### src/rtl/biu_bus_sequencer.sv
// ---------------------------------------------------------------------------
// biu_bus_sequencer
// Bus-cycle sequencer/arbiter for the 8086 BIU. Arbitrates the shared
// address generator and external bus between the instruction prefetcher
// (cs:fetch_ip) and EU data accesses, runs T1-T2-T3-(TW)-T4 and pushes
// fetched words into the instruction queue.
//
// Optional feature macro: BIU_WAIT_TIMEOUT_EN (TW timeout abort + bus_err).
//
// Ports:
//   clk, rst_n                 clock, async active-low reset
//   cs, ip_load, ip_load_val   prefetch segment, jump/flush pulse, new offset
//   queue_free                 free bytes in the instruction queue
//   eu_req/we/seg/off/wdata    EU access request (held until eu_ack)
//   eu_ack, eu_rdata           EU completion pulse and read data
//   agc_segment/offset/phys    address generator interface (phys is comb.)
//   bus_addr/ale/rd/wr/wdata   external bus outputs
//   bus_rdata, bus_ready       external bus inputs
//   q_push, q_data, q_flush    instruction queue interface
//   bus_err                    timeout abort pulse (0 unless feature enabled)
// ---------------------------------------------------------------------------
module biu_bus_sequencer #(
    parameter int unsigned QUEUE_DEPTH = 6
`ifdef BIU_WAIT_TIMEOUT_EN
    , parameter int unsigned TIMEOUT_CYCLES = 16
`endif
) (
    input  logic        clk,
    input  logic        rst_n,
    input  logic [15:0] cs,
    input  logic        ip_load,
    input  logic [15:0] ip_load_val,
    input  logic [2:0]  queue_free,
    input  logic        eu_req,
    input  logic        eu_we,
    input  logic [15:0] eu_seg,
    input  logic [15:0] eu_off,
    input  logic [15:0] eu_wdata,
    output logic        eu_ack,
    output logic [15:0] eu_rdata,
    output logic [15:0] agc_segment,
    output logic [15:0] agc_offset,
    input  logic [19:0] agc_phys,
    output logic [19:0] bus_addr,
    output logic        bus_ale,
    output logic        bus_rd,
    output logic        bus_wr,
    output logic [15:0] bus_wdata,
    input  logic [15:0] bus_rdata,
    input  logic        bus_ready,
    output logic        q_push,
    output logic [15:0] q_data,
    output logic        q_flush,
    output logic        bus_err
);

    localparam int unsigned PF_BYTES = 2;

    typedef enum logic [2:0] {S_IDLE, S_T1, S_T2, S_T3, S_TW, S_T4} state_t;

    state_t      r_state;
    logic        r_own_eu, r_we, r_kill;
    logic [15:0] r_seg, r_off, r_wdata_l, r_fetch_ip;
    logic [19:0] r_bus_addr;
    logic        r_ale, r_rd, r_wr, r_eu_ack, r_q_push, r_q_flush, r_bus_err;
    logic [15:0] r_bus_wdata, r_eu_rdata, r_q_data;

    logic        w_can_fetch, w_grant_eu, w_grant_pf, w_abort;

    // Out-of-range free counts (above the queue size) are treated as no room.
    assign w_can_fetch = (32'(queue_free) >= PF_BYTES) && (32'(queue_free) <= QUEUE_DEPTH);
    assign w_grant_eu  = (r_state == S_IDLE) && eu_req;
    assign w_grant_pf  = (r_state == S_IDLE) && !eu_req && w_can_fetch && !ip_load;

    // The IDLE cycle is the grant cycle, so the EU address must already be on
    // the generator there for bus_addr to capture it; afterwards hold the owner.
    always_comb begin
        agc_segment = r_seg;
        agc_offset  = r_off;
        if (r_state == S_IDLE) begin
            agc_segment = eu_req ? eu_seg : cs;
            agc_offset  = eu_req ? eu_off : r_fetch_ip;
        end
    end

`ifdef BIU_WAIT_TIMEOUT_EN
    localparam int unsigned TW_CNT_W = $clog2(TIMEOUT_CYCLES + 1);
    logic [TW_CNT_W-1:0] r_tw_cnt;

    // Counts TW cycles of the current bus cycle; abort on the last allowed one.
    always_ff @(posedge clk or negedge rst_n) begin
        if (!rst_n)                 r_tw_cnt <= '0;
        else if (r_state == S_TW)   r_tw_cnt <= r_tw_cnt + TW_CNT_W'(1);
        else                        r_tw_cnt <= '0;
    end

    assign w_abort = (r_state == S_TW) && !bus_ready &&
                     (r_tw_cnt == TW_CNT_W'(TIMEOUT_CYCLES - 1));
`else
    assign w_abort = 1'b0;
`endif

    // Bus-cycle FSM with registered bus/queue/EU outputs.
    always_ff @(posedge clk or negedge rst_n) begin
        if (!rst_n) begin
            r_state     <= S_IDLE;
            r_own_eu    <= 1'b0;
            r_we        <= 1'b0;
            r_kill      <= 1'b0;
            r_seg       <= '0;
            r_off       <= '0;
            r_wdata_l   <= '0;
            r_fetch_ip  <= '0;
            r_bus_addr  <= '0;
            r_ale       <= 1'b0;
            r_rd        <= 1'b0;
            r_wr        <= 1'b0;
            r_bus_wdata <= '0;
            r_eu_ack    <= 1'b0;
            r_eu_rdata  <= '0;
            r_q_push    <= 1'b0;
            r_q_data    <= '0;
            r_q_flush   <= 1'b0;
            r_bus_err   <= 1'b0;
        end else begin
            r_ale      <= 1'b0;
            r_eu_ack   <= 1'b0;
            r_eu_rdata <= '0;
            r_q_push   <= 1'b0;
            r_q_flush  <= ip_load;
            r_bus_err  <= 1'b0;

            // A jump always wins over the post-fetch increment.
            if (ip_load)
                r_fetch_ip <= ip_load_val;
            else if (r_state == S_T4 && !r_own_eu && !r_kill)
                r_fetch_ip <= r_fetch_ip + 16'd2;

            // A jump seen while a prefetch is in flight discards its data.
            if (r_state == S_IDLE)
                r_kill <= 1'b0;
            else if (ip_load)
                r_kill <= 1'b1;

            case (r_state)
                S_IDLE: begin
                    if (w_grant_eu || w_grant_pf) begin
                        r_own_eu   <= w_grant_eu;
                        r_we       <= w_grant_eu && eu_we;
                        r_seg      <= agc_segment;
                        r_off      <= agc_offset;
                        r_wdata_l  <= eu_wdata;
                        r_bus_addr <= agc_phys;
                        r_ale      <= 1'b1;
                        r_state    <= S_T1;
                    end
                end
                S_T1: begin
                    if (r_we) begin
                        r_wr        <= 1'b1;
                        r_bus_wdata <= r_wdata_l;
                    end else begin
                        r_rd <= 1'b1;
                    end
                    r_state <= S_T2;
                end
                S_T2: r_state <= S_T3;
                S_T3, S_TW: begin
                    if (bus_ready) begin
                        r_rd    <= 1'b0;
                        r_wr    <= 1'b0;
                        r_state <= S_T4;
                        if (r_own_eu) begin
                            r_eu_ack   <= 1'b1;
                            r_eu_rdata <= r_we ? 16'h0000 : bus_rdata;
                        end else if (!r_kill && !ip_load) begin
                            r_q_push <= 1'b1;
                            r_q_data <= bus_rdata;
                        end
                    end else if (w_abort) begin
                        r_rd      <= 1'b0;
                        r_wr      <= 1'b0;
                        r_bus_err <= 1'b1;
                        r_eu_ack  <= r_own_eu;
                        r_eu_rdata <= r_own_eu ? 16'hFFFF : 16'h0000;
                        r_state   <= S_IDLE;
                    end else begin
                        r_state <= S_TW;
                    end
                end
                S_T4:    r_state <= S_IDLE;
                default: r_state <= S_IDLE;
            endcase
        end
    end

    assign bus_addr  = r_bus_addr;
    assign bus_ale   = r_ale;
    assign bus_rd    = r_rd;
    assign bus_wr    = r_wr;
    assign bus_wdata = r_bus_wdata;
    assign eu_ack    = r_eu_ack;
    assign eu_rdata  = r_eu_rdata;
    assign q_push    = r_q_push;
    assign q_data    = r_q_data;
    assign q_flush   = r_q_flush;
    assign bus_err   = r_bus_err;

endmodule

### config.mk
export PLATFORM = sky130hd
export DESIGN_NAME = biu_bus_sequencer
export DESIGN_NICKNAME = d
export VERILOG_FILES = /design/src/rtl/biu_bus_sequencer.sv
export SDC_FILE = /design/constraint.sdc
export NUM_CORES = 1
export LEC_CHECK = 0
export BUFFER_PORTS_ARGS = -buffer_cell sky130_fd_sc_hd__buf_4
export CORE_MARGIN = 1
export CORE_UTILIZATION = 45
export CTS_CLUSTER_DIAMETER = 80
export CTS_CLUSTER_SIZE = 30
export DETAILED_ROUTE_END_ITERATION = 12
export PLACE_DENSITY_LB_ADDON = 0.15
export SLEW_MARGIN = 20
export SYNTH_ARGS = -nofsm -noshare
export SYNTH_HDL_FRONTEND = slang
export SYNTH_SLANG_ARGS = --single-unit
### constraint.sdc
create_clock -name clk -period 1.6 [get_ports clk]
set_input_delay 0.32 -clock clk [delete_from_list [all_inputs] [get_ports clk]]
set_output_delay 0.32 -clock clk [all_outputs]
set_load 0.03 [all_outputs]
==> impl_metrics.json <==
{
  "outcome": "finished, violations left",
  "failed_checks": "negative setup slack",
  "syn_to_final_growth_pct": 72.3,
  "diodes": 0,
  "worstSetupEndpointType": "output pin",
  "nFillCells": 806,
  "grt_overflow": 0,
  "layout_commonest_cell": "buf_4",
  "seqCellArea_mm2": 0.00360,
  "cts_tree": "done",
  "yosysTopAreaCell": "dfrtp_1",
  "synth_cell_type_count": 45,
  "dpl_cell_area_mm2": 0.00896,
  "gp_congestion": 0.762,
  "hold_depth": 2,
  "syn_avg_cell_area_um2": 12.9,
  "cts_buffers": 17,
  "synth_edf_count": 0,
  "die_area_mm2": 0.0146,
  "critPathLaunchType": "flop",
  "r2r_end": "q_data[10]$_DFFE_PN0P_",
  "die_w_um": 121,
  "synth_warnings": 0,
  "fin_skew_ns": 0.0114,
  "period_minus_slack_ns": 2.14,
  "cts-htree-levels": 4,
  "grtUsageTotal_pct": 24.9,
  "whs_ns": 0.108,
  "pre_cts_ws_ns": -0.242,
  "syn-cell-area_mm2": 0.00635,
  "multi_input_area_mm2": 0.00323,
  "synth_cells": 493,
  "crit_path_end": "agc_offset[0]",
  "stdcell_count": 1023,
  "synth_top_cell_area_share_pct": 56.8,
  "r2r_cells": 8,
  "clockRootBuffer": "clkbuf_16",
  "synth_nets": 619,
  "drt-initial-drc-count": 202,
  "r2r-start": "r_state[0]$_DFFE_PN0P_",
  "setup_slack_ns": -0.538,
  "place_inst": 933,
  "static-leakage-power_nw": 5.32,
  "cap_violations": 0,
  "ys_ff_latch": 144,
  "ys_top_cells_by_area": "dfrtp_1, mux2_2, mux2i_1, a21oi_1, nor2_1",
  "max_freq_mhz": 468,
  "final_area_mm2": 0.0109,
  "vias": 5274,
  "final_hold_viol_count": 0,
  "hp-class": "in -> reg",
  "powerDensity_mw_per_mm2": 2220,
  "grt_pass1_vias": 5563,
  "setup_viol": 168,
  "start_util_pct": 45.9,
  "clk_pin_slew_ns": 0.06,
  "setup_tns_ns": -43.88,
  "wl_per_cell_um": 18.9,
  "crit_path_max_fanout": 8,
  "antenna_found_initial": 0,
  "crit_arrival_ns": 1.82,
  "grt_start_max_net_pins": 37,
  "nets": 957,
  "finalMaxSlewViolations": 0,
  "clock_latency_ns": 0.43,
  "via_per_inst": 5.16,
  "final.period_utilization_pct": 134,
  "drtAntennaViolNets": 0,
  "ir_worst_vdd_mv": 1.56,
  "r2r_slack_ns": -0.38,
  "clockBufferDepth": 2,
  "yosysSeqAreaShare_pct": 56.8,
  "drive_above_1_share_pct": 66.2,
  "dr.pass1.iters": 5,
  "startpoint": "r_state[1]$_DFFE_PN0P_",
  "crit_type": "reg -> out",
  "synthFlopType": "dfrtp_1",
  "portBuffers": 230,
  "grt_pass1_wl_um": 27700,
  "final_cell_mix": "buf_4, dfrtp_1, mux2_4, buf_6, mux2_2",
  "totalWireLength_um": 19300,
  "cts_num_sinks": 144,
  "rsz0062_at_grt": "true",
  "die_height_um": 121,
  "ios": 232,
  "hpwl_um": 11500,
  "drc_errors": 0,
  "fp-row-count": 43,
  "ys_async_sr_fraction_pct": 100,
  "core_mm2": 0.0138,
  "required_ns": 1.28
}
cells by family (layout without fill, tap and decap cells):
group           count (synthesis)  in the layout  synth area share [%]
flops                         144            144                  56.8
mux                           136            136                  23.5
simple gates                  108            108                  9.93
compound gates                 58             59                  5.16
buf+inv                        36            385                  3.19
xor+xnor                        9              9                  1.24
fa+ha+maj                       1              1                 0.197
other cells                     1              1                0.0591
how the worst min path moves through the flow:
| stage | endpoint | start | slack (ns) |
|---|---|---|---|
| global route | eu_rdata[9]$_DFF_PN0_ | bus_rdata[9] | 0.10 |
| finish | eu_rdata[5]$_DFF_PN0_ | bus_rdata[5] | 0.11 |
| CTS | eu_rdata[5]$_DFF_PN0_ | bus_rdata[5] | 0.09 |
| global placement | r_seg[12]$_DFFE_PN0P_ | rst_n | 0.27 |
| floorplan | bus_addr[0]$_DFFE_PN0P_ | rst_n | 0.02 |
| detailed placement | r_seg[12]$_DFFE_PN0P_ | rst_n | 0.27 |
repair_timing:
| action | 4_1_cts | 5_1_grt |
|---|---|---|
| buffers inserted | 23 | 29 |
| hold buffers | 1 | 0 |
| gates resized for setup | 65 | 140 |
| gates cloned | 9 | 5 |
| pin swaps | 7 | 10 |
| hold endpoints to repair | 31 | 0 |
| endpoints found under the setup margin | 160 | 167 |
cell usage after synthesis (6+ instances only):
library cell and number:
nand2_1 14, buf_2 12, inv_1 6, dfrtp_1 144, mux2_2 102, and2_1 16, o21ai_0 12, xnor2_1 7
buf_4 12, a21oi_1 32, mux2i_1 34, nor2_1 42
power breakdown:
group	switching, mW	leakage [nW]	internal [mW]	total [mW]
Combinational	6.81	3.29	7.39	14.2
Sequential	1.03	1.76	5.14	6.17
Clock	1.55	0.279	2.38	3.93
flip-flops by register name, indices dropped and copies added (netlist names), 3 cells and up:
| signal | flops |
|---|---|
| r_state | 3 |
| bus_wdata | 16 |
| r_fetch_ip | 16 |
| bus_addr | 20 |
| r_off | 16 |
| eu_rdata | 16 |
| q_data | 16 |
| r_wdata_l | 16 |
| r_seg | 16 |
worst max-delay path: stages, from the launching register on:
cell	delay, ns
dfrtp_2	0.44
nor3_4	0.24
buf_12	0.20
clkbuf_16	0.18
nor2_2	0.05
a21oi_4	0.14
buf_6	0.15
per-layer routing:
layer  routed length (µm)  global-route usage, %
met1                 7760                   28.8
met2                 9970                   42.7
met3                 1260                   8.02
met4                  327                   10.0
met5                    0                      0
final cells by class:
class,count,share of cell area (%)
flip-flops and latches,144,32.9
repair buffers,348,29.9
multi-input cells,314,29.5
clock buffers,20,4.17
well taps,180,2.06
clock inverters,11,1.20
inverters,6,0.206
per-stage QoR:
step | total power [mW] | util, %
after floorplan | 12.7 | -
after global placement | 16.4 | 64.8
after detailed placement | 16.7 | 64.8
after CTS | 22.2 | 74.1
after global routing | 25.3 | 79.1
final | 24.3 | 79.1
(Power assumes the default switching activity.)
